**src/rtl/pfmonitor_stride.sv**
```systemverilog
// Stride prefetch monitor: trains a direct-mapped stride table on retired loads and
// emits DEGREE prefetch addresses per trigger. Optional counters under PFMON_STATS_EN.
module pfmonitor_stride #(
  parameter int PC_W       = 48,
  parameter int ADDR_W     = 50,
  parameter int ENTRIES    = 16,
  parameter int STRIDE_W   = 12,
  parameter int CONF_TH    = 2,
  parameter int DEGREE     = 2,
  parameter int FIFO_DEPTH = 4
) (
  input  logic              clk,
  input  logic              reset,
  input  logic              pfretire_valid,
  output logic              pfretire_retry,
  input  logic [PC_W-1:0]   pfretire_pc,
  input  logic [ADDR_W-1:0] pfretire_addr,
  input  logic              pfflush,
  output logic              pfpred_valid,
  input  logic              pfpred_retry,
  output logic [ADDR_W-1:0] pfpred_addr
`ifdef PFMON_STATS_EN
  ,
  output logic [15:0]       stat_retires,
  output logic [15:0]       stat_triggers,
  output logic [15:0]       stat_preds
`endif
);

  localparam int IDX_W = $clog2(ENTRIES);
  localparam int TAG_W = PC_W - IDX_W - 2;
  localparam int PTR_W = $clog2(FIFO_DEPTH);
  localparam int K_W   = $clog2(DEGREE + 1);

  function automatic logic fits_stride(input logic signed [ADDR_W-1:0] d);
    logic signed [STRIDE_W-1:0] lo;
    lo = d[STRIDE_W-1:0];
    return (ADDR_W'(lo) == d);
  endfunction

  function automatic logic [ADDR_W-1:0] sext_stride(input logic signed [STRIDE_W-1:0] s);
    return ADDR_W'(s);
  endfunction

  function automatic logic [1:0] sat_conf(input logic [1:0] c);
    return (c == 2'd3) ? 2'd3 : c + 2'd1;
  endfunction

  typedef enum logic {IDLE, GEN} state_t;

  logic [ENTRIES-1:0]         tab_valid;
  logic [TAG_W-1:0]           tab_tag    [ENTRIES];
  logic [ADDR_W-1:0]          tab_last   [ENTRIES];
  logic signed [STRIDE_W-1:0] tab_stride [ENTRIES];
  logic [1:0]                 tab_conf   [ENTRIES];

  logic [IDX_W-1:0]           idx;
  logic [TAG_W-1:0]           tag;
  logic                       accept;
  logic                       hit;
  logic signed [ADDR_W-1:0]   delta;
  logic signed [STRIDE_W-1:0] new_stride;
  logic [1:0]                 new_conf;
  logic                       trigger;
  logic                       unused_pc;

  state_t                     state, state_nxt;
  logic [K_W-1:0]             gen_k;
  logic [ADDR_W-1:0]          gen_addr;
  logic [ADDR_W-1:0]          gen_stride;
  logic                       enq;
  logic                       deq;
  logic                       full;

  logic [ADDR_W-1:0]          fifo_mem [FIFO_DEPTH];
  logic [PTR_W-1:0]           rd_ptr, wr_ptr;
  logic [PTR_W:0]             count;

  assign idx       = pfretire_pc[IDX_W+1:2];
  assign tag       = pfretire_pc[PC_W-1:IDX_W+2];
  assign unused_pc = ^pfretire_pc[1:0];

  assign pfretire_retry = (state == GEN) | pfflush;
  assign accept         = pfretire_valid & ~pfretire_retry;
  assign hit            = tab_valid[idx] && (tab_tag[idx] == tag);
  assign delta          = pfretire_addr - tab_last[idx];

  // Training: next stride/confidence for the addressed entry
  always_comb begin
    new_stride = '0;
    new_conf   = '0;
    if (hit) begin
      if ((delta != '0) && fits_stride(delta) && (delta[STRIDE_W-1:0] == tab_stride[idx])) begin
        new_stride = tab_stride[idx];
        new_conf   = sat_conf(tab_conf[idx]);
      end else if (fits_stride(delta)) begin
        new_stride = delta[STRIDE_W-1:0];
      end
    end
  end

  assign trigger = accept & hit & (new_conf >= 2'(CONF_TH)) & (new_stride != '0);

  always_ff @(posedge clk or negedge reset) begin
    if (!reset) begin
      tab_valid <= '0;
    end else if (pfflush) begin
      tab_valid <= '0;
    end else if (accept) begin
      tab_valid[idx] <= 1'b1;
    end
  end

  always_ff @(posedge clk) begin
    if (accept) begin
      tab_tag[idx]    <= tag;
      tab_last[idx]   <= pfretire_addr;
      tab_stride[idx] <= new_stride;
      tab_conf[idx]   <= new_conf;
    end
  end

  // Generation: gen_addr always holds base + k*stride for the next enqueue
  always_ff @(posedge clk or negedge reset) begin
    if (!reset) begin
      state <= IDLE;
      gen_k <= '0;
    end else begin
      state <= state_nxt;
      if (trigger) begin
        gen_k <= K_W'(1);
      end else if (enq) begin
        gen_k <= gen_k + K_W'(1);
      end
    end
  end

  always_comb begin
    state_nxt = state;
    enq       = 1'b0;
    case (state)
      IDLE: if (trigger) state_nxt = GEN;
      GEN: begin
        if (!full) begin
          enq = 1'b1;
          if (gen_k == K_W'(DEGREE)) state_nxt = IDLE;
        end
      end
      default: state_nxt = IDLE;
    endcase
  end

  always_ff @(posedge clk) begin
    if (trigger) begin
      gen_addr   <= pfretire_addr + sext_stride(new_stride);
      gen_stride <= sext_stride(new_stride);
    end else if (enq) begin
      gen_addr   <= gen_addr + gen_stride;
    end
  end

  // Prediction FIFO: full is judged on the registered count, so no bypass when full
  assign full         = (count == (PTR_W+1)'(FIFO_DEPTH));
  assign pfpred_valid = (count != '0);
  assign deq          = pfpred_valid & ~pfpred_retry;
  assign pfpred_addr  = pfpred_valid ? fifo_mem[rd_ptr] : '0;

  always_ff @(posedge clk or negedge reset) begin
    if (!reset) begin
      rd_ptr <= '0;
      wr_ptr <= '0;
      count  <= '0;
    end else begin
      if (enq) wr_ptr <= wr_ptr + PTR_W'(1);
      if (deq) rd_ptr <= rd_ptr + PTR_W'(1);
      case ({enq, deq})
        2'b10:   count <= count + (PTR_W+1)'(1);
        2'b01:   count <= count - (PTR_W+1)'(1);
        default: count <= count;
      endcase
    end
  end

  always_ff @(posedge clk) begin
    if (enq) fifo_mem[wr_ptr] <= gen_addr;
  end

`ifdef PFMON_STATS_EN
  function automatic logic [15:0] sat16(input logic [15:0] v);
    return (v == 16'hFFFF) ? v : v + 16'd1;
  endfunction

  always_ff @(posedge clk or negedge reset) begin
    if (!reset) begin
      stat_retires  <= '0;
      stat_triggers <= '0;
      stat_preds    <= '0;
    end else begin
      if (accept)  stat_retires  <= sat16(stat_retires);
      if (trigger) stat_triggers <= sat16(stat_triggers);
      if (deq)     stat_preds    <= sat16(stat_preds);
    end
  end
`endif

endmodule

```
**config.mk**
```make
export PLATFORM = sky130hd
export DESIGN_NAME = pfmonitor_stride
export DESIGN_NICKNAME = d
export VERILOG_FILES = /design/src/rtl/pfmonitor_stride.sv
export SDC_FILE = /design/constraint.sdc
export NUM_CORES = 2
export LEC_CHECK = 0
export ABC_AREA = 1
export CAP_MARGIN = 20
export CORE_UTILIZATION = 35
export CTS_CLUSTER_DIAMETER = 120
export DETAILED_ROUTE_END_ITERATION = 10
export PLACE_DENSITY = 0.64
export SLEW_MARGIN = 15
export SYNTH_ARGS = -nofsm -noshare
export SYNTH_HDL_FRONTEND = slang
export SYNTH_SLANG_ARGS = --single-unit
```
**constraint.sdc**
```tcl
create_clock -name clk -period 6.8 [get_ports clk]
set_input_delay 1.36 -clock clk [delete_from_list [all_inputs] [get_ports clk]]
set_output_delay 1.36 -clock clk [all_outputs]
set_load 0.02 [all_outputs]
```
==> metrics.txt <==
die area 251000 sq um; worst min path class register to register; Max VDD drop 0.288 mV; CP max FO 32; Layout fillers 22200; Worst path depth 49; Startpoint Class input port; vias in the first global route 62500; largest net degree at the start of global routing 168; GRT Total Usage 0.218; Mapped Nets 7522; first-pass GRT wire length 409000 um; r2r startpoint tab_last[7][0]$_DFFE_PP_; sequential group share of total power 0.443; Power, Total 32200 uW; clock slew seen by the registers of the worst setup and hold paths 70 ps; CP Data Required Time 7430 ps; Internal 22900 uW; Comb power frac 0.215; Worst-Margin Slew 1040 ps; final hold viol count 0; initial antenna violation count 9; clock buffer depth 3; Area Growth Syn to Fin 26.2%; setup violators final 99; Final min period 7540 ps; DR pass1 iterations 5; Switching Share 0.288; setup_tns -28200 ps; CP Capture Type register; global route total overflow 0; CTS H-tree depth 4; Psw 9260 uW; TritonCTS Buffers 194; num rows 182; DIE WIDTH 501 um; Post-Syn Area 87100 sq um; CP endpoint gen_addr[35]$_DFFE_PP_; final-stage net count 8657; count of different cell masters after synthesis 66; most frequent cell on the critical path buf_4; Initial Util 0.353; vias per cell 5.39; WHS 503 ps; Seq/Total Area, Yosys 0.682; DRT iter0 DRCs 6196; top cell family by delay on the critical path simple AND/OR/NAND/NOR gates; Avg Inst Size Synth 12.0 sq um; CTS Sinks 1984; Final Skew 42.0 ps; vias post-DR 64000; Synth Warn # 0; reg2reg end gen_addr[35]$_DFFE_PP_; final non-filler cell total 11900; crit path buf inv count 17; clock power share 0.342; leak pwr 0.0404 uW; Routed wire per std cell 23.7 um; Worst EP arrival 8160 ps; core area 247000 sq um; crit share post-route 1.11; most common cell after layout, fill and taps aside edfxtp_1; RSZ-0062 raised after global routing yes; FF-to-FF path depth 42; DRC Markers 0; total I/O pin count 155; FF/Latch Area 59400 sq um; share of layout cells above drive strength 1 0.224; Slew Viols, Final 0; WL final 281000 um; ys async rst share 0.0131; Synth Register Bits 1984; Fmax achieved 0.133 GHz; worst setup path startpoint pfretire_pc[3]; die height 501 um; Clock Latency Late Sink 880 ps; flop-to-flop setup slack 380 ps; CTS tree built; PD cells 292 nW/um^2; DP Cell Count 11500; Final Wtd Congestion 0.969; Max-Cap Viols 0; final cell utilization of the core 0.446; Synth Flop Type edfxtp_1; clk root buf clkbuf_16; DRT antenna net count 0; Setup CP Type input port to register; footprint of the multi-input gates 26700 sq um; commonest cells after routing, fill and taps aside edfxtp_1, nand2_1, buf_4; Worst path slowest cell clkdlybuf4s50_1; slowest stage delay, CP 420 ps; Rel. slew slack 0.306; IO Port Bufs 152; status finished, violations left; fin worst setup slack -736 ps; detailed placer's ending HPWL 178000 um; Post-Syn Instances 7263; Post-synth EDFFs 1958; failing checks setup timing
## worst min-delay path: stages, from the launching register on
cell and delay [ps]:
dfrtp_1 350, nor2_1 50, nor2_1 70
## stage by stage
step / area, sq um / setup WS [ps]
6_report: 110000 / -736
3_5_place_dp: 101000 / -2230
2_1_floorplan: 87500 / -1190
3_3_place_gp: 101000 / -2220
5_1_grt: 110000 / -1070
4_1_cts: 109000 / -608
## Yosys cell counts (3+ instances only)
| cell | number | area share |
|---|---|---|
| edfxtp_1 | 1958 | 0.67 |
| o21ai_1 | 12 | 0.00069 |
| clkinv_1 | 6 | 0.00026 |
| nand2_1 | 1312 | 0.057 |
| xor2_1 | 94 | 0.0094 |
| nor2_4 | 4 | 0.00052 |
| o21ai_2 | 11 | 0.0011 |
| o21ai_0 | 247 | 0.014 |
| nor3b_1 | 13 | 0.0011 |
| ha_1 | 153 | 0.022 |
| buf_6 | 9 | 0.0012 |
| nand2_2 | 27 | 0.0019 |
| nor2_1 | 647 | 0.028 |
| a31oi_1 | 39 | 0.0028 |
| inv_1 | 508 | 0.022 |
| nor2_2 | 21 | 0.0015 |
| o21bai_1 | 8 | 0.00069 |
| fa_1 | 3 | 0.00069 |
| dfrtp_1 | 26 | 0.0075 |
| clkbuf_1 | 156 | 0.0067 |
| nand3_2 | 20 | 0.0023 |
| a21boi_0 | 6 | 0.00052 |
| buf_1 | 29 | 0.0012 |
| xnor2_1 | 36 | 0.0036 |
| buf_4 | 13 | 0.0011 |
| inv_2 | 15 | 0.00065 |
| o21a_1 | 15 | 0.0013 |
| o22ai_1 | 106 | 0.0076 |
| a21oi_1 | 488 | 0.028 |
| nor4_1 | 70 | 0.0050 |
| nand3b_1 | 16 | 0.0014 |
| a22oi_1 | 745 | 0.064 |
| a21o_1 | 3 | 0.00026 |
| nand4_1 | 77 | 0.0055 |
| nor3_1 | 47 | 0.0027 |
| nor3_2 | 9 | 0.0010 |
| buf_2 | 84 | 0.0048 |
| and2_1 | 10 | 0.00072 |
| o221ai_1 | 4 | 0.00040 |
| nand3_1 | 183 | 0.011 |
## cell families (layout without fill, tap and decap cells)
family / Yosys count / in the layout / synth area share
buffers and inverters: 823 / 2119 / 0.0384
AND/OR/NAND/NOR: 2469 / 2469 / 0.120
flip-flops: 1984 / 1984 / 0.682
XOR/XNOR: 132 / 132 / 0.0134
AO/OA/AOI/OAI: 1699 / 1699 / 0.123
other: 0 / 3 / 0
adder cells (fa/ha/maj): 156 / 156 / 0.0227
## cell type report
class / count / share of cell area
Sequential cell: 1984 / 0.540
Multi-Input combinational cell: 4456 / 0.243
Timing Repair Buffer: 1232 / 0.102
Clock buffer: 233 / 0.0457
Tap cell: 3312 / 0.0377
Inverter: 530 / 0.0183
Clock inverter: 124 / 0.0135
Antenna cell: 3 / 0.0000682
## per-layer routing
layer,global-route usage,part of all wire
met5,0,0.00012
met4,0.0665,0.028
met3,0.0298,0.074
met2,0.351,0.47
met1,0.306,0.43
## how the worst min path moves through the flow
| stage | from | end | slack (ps) | cells after the start |
|---|---|---|---|---|
| floorplan | tab_valid[0]$_DFFE_PN0P_ | tab_valid[0]$_DFFE_PN0P_ | 470 | 2 |
| global placement | tab_valid[4]$_DFFE_PN0P_ | tab_valid[4]$_DFFE_PN0P_ | 480 | 2 |
| detailed placement | tab_valid[0]$_DFFE_PN0P_ | tab_valid[0]$_DFFE_PN0P_ | 490 | 2 |
| CTS | tab_valid[0]$_DFFE_PN0P_ | tab_valid[0]$_DFFE_PN0P_ | 500 | 2 |
| global route | tab_valid[0]$_DFFE_PN0P_ | tab_valid[0]$_DFFE_PN0P_ | 530 | 2 |
| finish | tab_valid[0]$_DFFE_PN0P_ | tab_valid[0]$_DFFE_PN0P_ | 500 | 2 |
## flip-flops by register name, indices dropped and copies added (netlist names)
signal	flops
tab_conf	32
gen_k	2
count	3
wr_ptr	2
state	1
gen_addr	50
tab_stride	192
rd_ptr	2
tab_tag	672
tab_valid	16
tab_last	800
gen_stride	12
fifo_mem	200
## repair_timing
item	4_1_cts	5_1_grt
resized for setup	348	159
hold buffers	0	0
setup buffers	32	23
pin swaps	54	66
setup endpoints to repair	115	115
cloned	4	4
## power groups by stage
| stage | clock, uW | combinational (uW) | sequential (uW) |
|---|---|---|---|
| after floorplan | 0 | 3560 | 14400 |
| after global placement | 0 | 6550 | 14500 |
| after detailed placement | 0 | 6590 | 14500 |
| after CTS | 11200 | 6810 | 14300 |
| after global routing | 11600 | 7520 | 14300 |
| final | 11000 | 6930 | 14300 |
Power figures use the tool's default switching activity.
